===== config.mk =====
export PLATFORM = sky130hd
export DESIGN_NAME = instr_mem_fetch
export DESIGN_NICKNAME = d
export VERILOG_FILES = /design/src/rtl/instr_mem_fetch.sv
export SDC_FILE = /design/constraint.sdc
export NUM_CORES = 2
export LEC_CHECK = 0
export CAP_MARGIN = 10
export CORE_MARGIN = 4
export CORE_UTILIZATION = 32
export CTS_CLUSTER_DIAMETER = 100
export CTS_CLUSTER_SIZE = 14
export DETAILED_ROUTE_END_ITERATION = 7
export PLACE_DENSITY_LB_ADDON = 0.08
export SETUP_SLACK_MARGIN = 0.15
export SLEW_MARGIN = 10
export SYNTH_ARGS = -nofsm -noshare
export SYNTH_HDL_FRONTEND = slang
export SYNTH_SLANG_ARGS = --single-unit
export TNS_END_PERCENT = 1

===== constraint.sdc =====
create_clock -name clock -period 4.8 [get_ports clock]
set_clock_uncertainty 0.05 [all_clocks]
set_input_delay 1.2 -clock clock [delete_from_list [all_inputs] [get_ports clock]]
set_output_delay 1.2 -clock clock [all_outputs]
set_load 0.05 [all_outputs]

===== src/rtl/instr_mem_fetch.sv =====
// instr_mem_fetch
//   Instruction memory for the IF stage. After reset the block sits in BOOT
//   and takes program words from a loader. A load_done pulse moves it to RUN,
//   where it serves one fetch per cycle with one-cycle latency.
//
//   state | meaning
//   ------+--------------------------------------------------------------
//   BOOT  | loader writes accepted, fetch_ready=0
//   RUN   | loads ignored, fetches served; left only through reset
//
// Ports
//   clock, reset_n                  clock, async active-low reset
//   load_en/addr/data, load_done    boot loader write port, BOOT->RUN pulse
//   words_loaded, load_err          accepted-load count (saturating), reject flag
//   fetch_req/addr, fetch_ready     fetch request handshake
//   fetch_valid/data/err            registered fetch result
//   stall, flush                    downstream hold / discard of current result
//   running                         1 in RUN
module instr_mem_fetch #(
  parameter int                    DATA_WIDTH = 32,
  parameter int                    ADDR_WIDTH = 32,
  parameter int                    DEPTH      = 64,
  parameter bit                    BYTE_ADDR  = 1'b1,
  parameter logic [DATA_WIDTH-1:0] NOP_WORD   = '0
) (
  input  logic                     clock,
  input  logic                     reset_n,
  input  logic                     load_en,
  input  logic [ADDR_WIDTH-1:0]    load_addr,
  input  logic [DATA_WIDTH-1:0]    load_data,
  input  logic                     load_done,
  output logic [$clog2(DEPTH):0]   words_loaded,
  output logic                     load_err,
  input  logic                     fetch_req,
  input  logic [ADDR_WIDTH-1:0]    fetch_addr,
  output logic                     fetch_ready,
  output logic                     fetch_valid,
  output logic [DATA_WIDTH-1:0]    fetch_data,
  output logic                     fetch_err,
  input  logic                     stall,
  input  logic                     flush,
  output logic                     running
);

  localparam int IDX_W = $clog2(DEPTH);
  localparam int CNT_W = IDX_W + 1;
  localparam int OFF   = (DATA_WIDTH > 8) ? $clog2(DATA_WIDTH / 8) : 0;
  localparam int SHIFT = BYTE_ADDR ? OFF : 0;
  // Low address bits that must be zero for an aligned byte address.
  localparam logic [ADDR_WIDTH-1:0] ALIGN_MASK = ADDR_WIDTH'((1 << SHIFT) - 1);
  localparam logic [CNT_W-1:0]      FULL       = CNT_W'(DEPTH);

  localparam logic [0:0] BOOT = 1'b0;
  localparam logic [0:0] RUN  = 1'b1;

  logic [0:0]            state;
  logic [DATA_WIDTH-1:0] mem [DEPTH];

  logic [ADDR_WIDTH-1:0] f_idx_full;
  logic [ADDR_WIDTH-1:0] l_idx_full;
  logic [IDX_W-1:0]      f_idx;
  logic [IDX_W-1:0]      l_idx;
  logic                  f_bad;
  logic                  l_bad;
  logic                  accept;
  logic                  load_ok;

  // Out of range is any set bit above the word index field.
  assign f_idx_full = fetch_addr >> SHIFT;
  assign l_idx_full = load_addr >> SHIFT;
  assign f_idx      = f_idx_full[IDX_W-1:0];
  assign l_idx      = l_idx_full[IDX_W-1:0];
  assign f_bad      = ((fetch_addr & ALIGN_MASK) != '0) || ((f_idx_full >> IDX_W) != '0);
  assign l_bad      = ((load_addr & ALIGN_MASK) != '0) || ((l_idx_full >> IDX_W) != '0);

  assign running     = (state == RUN);
  assign fetch_ready = running & ~stall;
  assign accept      = fetch_req & fetch_ready;
  assign load_ok     = (state == BOOT) & load_en & ~l_bad;

  always_ff @(posedge clock or negedge reset_n) begin
    if (!reset_n) begin
      state        <= BOOT;
      words_loaded <= '0;
      load_err     <= 1'b0;
    end else begin
      load_err <= 1'b0;
      if (state == BOOT) begin
        if (load_en) begin
          if (l_bad)
            load_err <= 1'b1;
          else if (words_loaded != FULL)
            words_loaded <= words_loaded + 1'b1;
        end
        // A load in the same cycle as load_done is still taken above.
        if (load_done)
          state <= RUN;
      end
    end
  end

  // Memory is deliberately not reset so a program survives a core reset.
  always_ff @(posedge clock) begin
    if (load_ok)
      mem[l_idx] <= load_data;
  end

  always_ff @(posedge clock or negedge reset_n) begin
    if (!reset_n) begin
      fetch_valid <= 1'b0;
      fetch_data  <= NOP_WORD;
      fetch_err   <= 1'b0;
    end else if (accept) begin
      fetch_valid <= 1'b1;
      fetch_data  <= f_bad ? NOP_WORD : mem[f_idx];
      fetch_err   <= f_bad;
    end else if (flush || !stall) begin
      // Flush beats stall; without a new accept the old result is dropped.
      fetch_valid <= 1'b0;
    end
  end

endmodule


After elaboration in Yosys (flattened, before gate mapping)
Memory sizes are Yosys's and may differ from the RTL's.
Index checks and enable logic that the tools add are counted.

word-level totals
  bits in latches = 0
  input port bits = 103
  memories = 1
  output and inout port bits = 44
  bits in writable memories = 2048
  flip-flop bits (word level) = 43
  bits in read-only memories = 0

cells by class
  $lt $le $gt $ge = 0
  equality and inequality tests = 1
  $add $sub $neg = 1
  shift operators = 0
  div/mod/pow operators = 0
  multipliers = 0
  bitwise gates (word level) = 7
  mux-type cells = 10
  reduce and logical (&&, ||, !) cells = 10

memory list
  memory  words  bits a word  read ports  clocked after memory_dff  wr ports  line  text
  mem     64     32           1           0                         1         57    logic [DATA_WIDTH-1:0] mem [DEPTH];

operator list
  operator                                     number
  nonzero test 32 bit                          4
  2-to-1 mux 32 bit                            1
  2-to-1 mux 1 bit                             9
  adder 7 x 1 -> 7 bit, second input constant  1
  != test 7 bit, second input constant         1
  bitwise AND 1 bit                            4
  AND reduction 4 bit                          1
  logical OR 1 bit                             3
  inverter 1 bit                               3
  nonzero test 2 bit                           1
  zero test 1 bit                              1

Depth between registers and ports, before layout
  depth after elaboration = 6
  gate-level depth with buffers = 11
  gate-level depth less buffers = 5

Least setup slack after synthesis
Ideal clock, no wire load.

  path type = input -> register
  start = input load_addr[13]
  end = memory mem[62][0], enable pin
  path slack = 0.638 ns
  data arrival time = 3.690 ns
  path buffers = 0
  stages = 5
  required time = 4.329 ns
  library setup time = 0.421 ns
  cell sequence = nor4_1 > nand4_1 > nor3_1 > nand4_1 > nor2_1

between the ends
  word-level cells in the longest chain between the ends = 6

RTL lines
  element                                 line  text
  start, declared                         29    input logic [ADDR_WIDTH-1:0] load_addr,
  nonzero test 32 bit                     74    assign l_bad = ((load_addr & ALIGN_MASK) != '0) || ((l_idx_full >> IDX_W) != '0);
  logical OR 1 bit                        74
  inverter 1 bit                          79    assign load_ok = (state == BOOT) & load_en & ~l_bad;
  bitwise AND 1 bit                       79
  2-to-1 mux 1 bit                        104   if (load_ok)
  2-to-1 mux 1 bit (not written as such)  105   mem[l_idx] <= load_data;
  end, declared                           57

Every way passes these cells.

Worst setup path after layout
  start = input stall
  end = output fetch_ready

between the ends
  word-level cells in the longest chain between the ends = 2

RTL lines
  element            line  text
  start, declared    40    input logic stall,
  inverter 1 bit     77    assign fetch_ready = running & ~stall;
  bitwise AND 1 bit  77
  end, declared      36    output logic fetch_ready,

Every way passes these cells.

==> qor.txt <==
Area enclosed by the die boundary: 259100 sq um
Post-CTS setup buffers: 0
Final Non-Filler Cells: 7351
Count of mapped cells out of synthesis: 3553
Number of enable flip-flop cells after synthesis: 2048
Number of storage elements in the synthesis netlist: 2091
Starting Density: 0.3224
Area used by multi-input combinational logic: 17120 sq um
Total instance count after detailed placement: 7109
Routability Congestion: 0.7805
RSZ-0062 raised after global routing: false
Via density: 5.169
Cell at the root of the clock tree: sky130_fd_sc_hd__clkbuf_16
Clock network latency to the later pin of the worst-skew pair: 0.84 ns
Crit Path Class: in2out
Cts bufs inserted: 168
Highest clock frequency the design can meet: 0.2591 GHz
Maximum fanout count along the critical path: 4
Largest net degree at the start of global routing: 65
Number of clock sinks: 2091
Kind of path behind the tightest hold check: in2async
Number of cells on the worst reg-to-reg path: 7
Synthesized net count: 3658
Power share of the clock group: 0.370
Core Rows: 183
Overall fraction of global-route tracks in use: 0.1902
First-pass iteration count of the detailed router: 5
Leakage dissipation: 0.02873 uW
Detailed-route wire length per cell: 33.71 microns
Total via count in the routed design: 38000
Initial antenna violation count: 16
Pwr/cell area: 376.0 nW/um^2
Final setup violating endpoints: 0
Internal power summed over all cells: 27180 uW
Fraction of layout cells with a size suffix above 1: 0.2694
Count of buffers inserted at the top-level ports: 146
Required time reported for the critical path endpoint: 3.55 ns
Setup TNS: 0 ns
Number of top-level pins: 147
Count of hold buffers inserted by post-cts repair: 0
Resized cells post-CTS: 0
Type of destination of the critical path: primary output
Most common cell after layout, fill and taps aside: sky130_fd_sc_hd__edfxtp_1
Total power consumption of the routed design: 34880 uW
Outcome: finished clean
Placeable core region: 249100 sq um
Dominant synthesized flop cell: sky130_fd_sc_hd__edfxtp_1
Max-Cap Viols: 0
Bufs on Longest Clock Path: 3
Actual slew at the worst max-slew pin: 1.123 ns
Area growth from synthesis to layout: 15.51%
Ratio of final minimum period to clock period: 0.8040
Final Core Density: 0.3724
First-pass GRT wire length: 340.6 mm
Drt first-iter violations: 3622
Clock-pin slew of the registers on the worst-case setup and hold paths: 0.07 ns
Cell area after synthesis: 80310 sq um
Post-synthesis async set-or-reset flop share: 0.02056
Kind of launch point of the worst setup path: primary input
Mean area per synthesized cell: 22.60 sq um
Final net count: 4055
Filler instances: 22790
Total grt overflow: 0
Number of DRC violations after detailed routing: 0
HPWL after detailed placement: 161.5 mm
Number of global-route vias before repair: 39040
Clock tree from TritonCTS: built
Combinational Power Share: 0.056
Vertical die dimension: 509.0 microns
Switching share of power: 0.2208
Post-route minimum period: 3.859 ns
Count of yosys warnings during synthesis: 0
Relative slew slack: 0.2488
Fin. max-slew vios: 0
Switching Power: 7700 uW
Die extent in x: 509.0 microns
Sequential fraction of design power: 0.574
Most used cells in the layout excluding fill and tap cells: sky130_fd_sc_hd__edfxtp_1 (2048), sky130_fd_sc_hd__mux4_2 (487), sky130_fd_sc_hd__buf_4 (216)
Number of levels in the clock H-tree: 4
Antenna violation net count after detailed routing: 0
VDD IR max: 0.2879 mV
Area taken by flip-flops and latches: 62580 sq um
Share of the yosys chip area belonging to registers: 0.7791
Final Routed Wirelength: 247.8 mm
Arrival @ worst endpoint: 2.61 ns
Number of distinct library cell variants in the gate-level netlist after synthesis: 63
Final hold violations: 0
worst max-delay path: stages:
cell	delay [ns]
sky130_fd_sc_hd__clkdlybuf4s50_1	0.47
sky130_fd_sc_hd__nor2b_1	0.13
sky130_fd_sc_hd__clkdlybuf4s50_1	0.81
cell families after synthesis:
group,share of synthesized area
buffers and inverters,0.01503
muxes,0.1618
adders and majority gates,0.0003115
DFF,0.7791
AOI/OAI and AO/OA,0.02222
and+or+nand+nor,0.02084
xor gates and xnor gates,0.0006543
per-stage QoR:
step	setup WS [ns]	instance area, sq um	hold slack (ns)
final	0.9410	92770	0.3622
after global routing	0.8661	92760	0.3549
after CTS	0.9252	92740	0.3061
after detailed placement	0.3662	88060	0.4545
after global placement	0.4401	88060	0.4530
after floorplan	0.6384	80310	0.6295
cell type report:
cell class | instances | share of cell area
Antenna cell | 5 | 0.0001349
Clock buffer | 221 | 0.04792
Sequential cell | 2091 | 0.6745
Inverter | 9 | 0.0004181
Timing Repair Buffer | 410 | 0.04509
Clock inverter | 15 | 0.002522
Tap cell | 3330 | 0.04491
Multi-Input combinational cell | 1270 | 0.1845
registers in the layout, indices dropped and copies added (netlist names):
register and count:
load_err 1, words_loaded 7, fetch_valid 1, fetch_err 1, mem 2048, running 1, fetch_data 32
path summary, 6_finish.rpt:
kind,from,to,slack (ns)
setup reg to reg,running,mem[20][19],2.15
setup / recovery,stall,fetch_ready,0.94
max in group asynchronous,reset_n,fetch_data[29],3.50
min in group clock,fetch_valid,fetch_valid,0.46
hold / removal,reset_n,fetch_valid,0.36
hold reg to reg,fetch_valid,fetch_valid,0.46
cells in the mapped netlist, types with 23 or more instances:
cell                       count  area [sq um]
sky130_fd_sc_hd__clkbuf_1     51         191.4
sky130_fd_sc_hd__nor2_1      106         397.9
sky130_fd_sc_hd__mux2i_1     179          1792
sky130_fd_sc_hd__buf_2        62         310.3
sky130_fd_sc_hd__buf_6        30         337.8
sky130_fd_sc_hd__nand3_1      40         200.2
sky130_fd_sc_hd__o211ai_1     29         217.7
sky130_fd_sc_hd__edfxtp_1   2048         61500
sky130_fd_sc_hd__dfrtp_1      43          1076
sky130_fd_sc_hd__nand2_1      94         352.8
sky130_fd_sc_hd__a22oi_1     100         750.7
sky130_fd_sc_hd__mux4_2      487         10970
sky130_fd_sc_hd__nor4_1       23         143.9
per-layer routing:
metal,vias up,share of wire,GRT usage
li1,15850,-,-
met1,21040,0.45,0.2693
met2,894,0.49,0.3174
met3,210,0.039,0.02426
met4,2,0.016,0.03695
met5,-,0.000052,0
power groups by stage:
stage,logic (uW),clock network (uW),registers [uW]
2_1_floorplan,893,0,20400
3_3_place_gp,2030,0,20400
3_5_place_dp,2020,0,20400
4_1_cts,2030,13400,20000
5_1_grt,2060,14100,20000
6_report,1950,12900,20000
No activity file was read; power rests on OpenSTA's default activity.
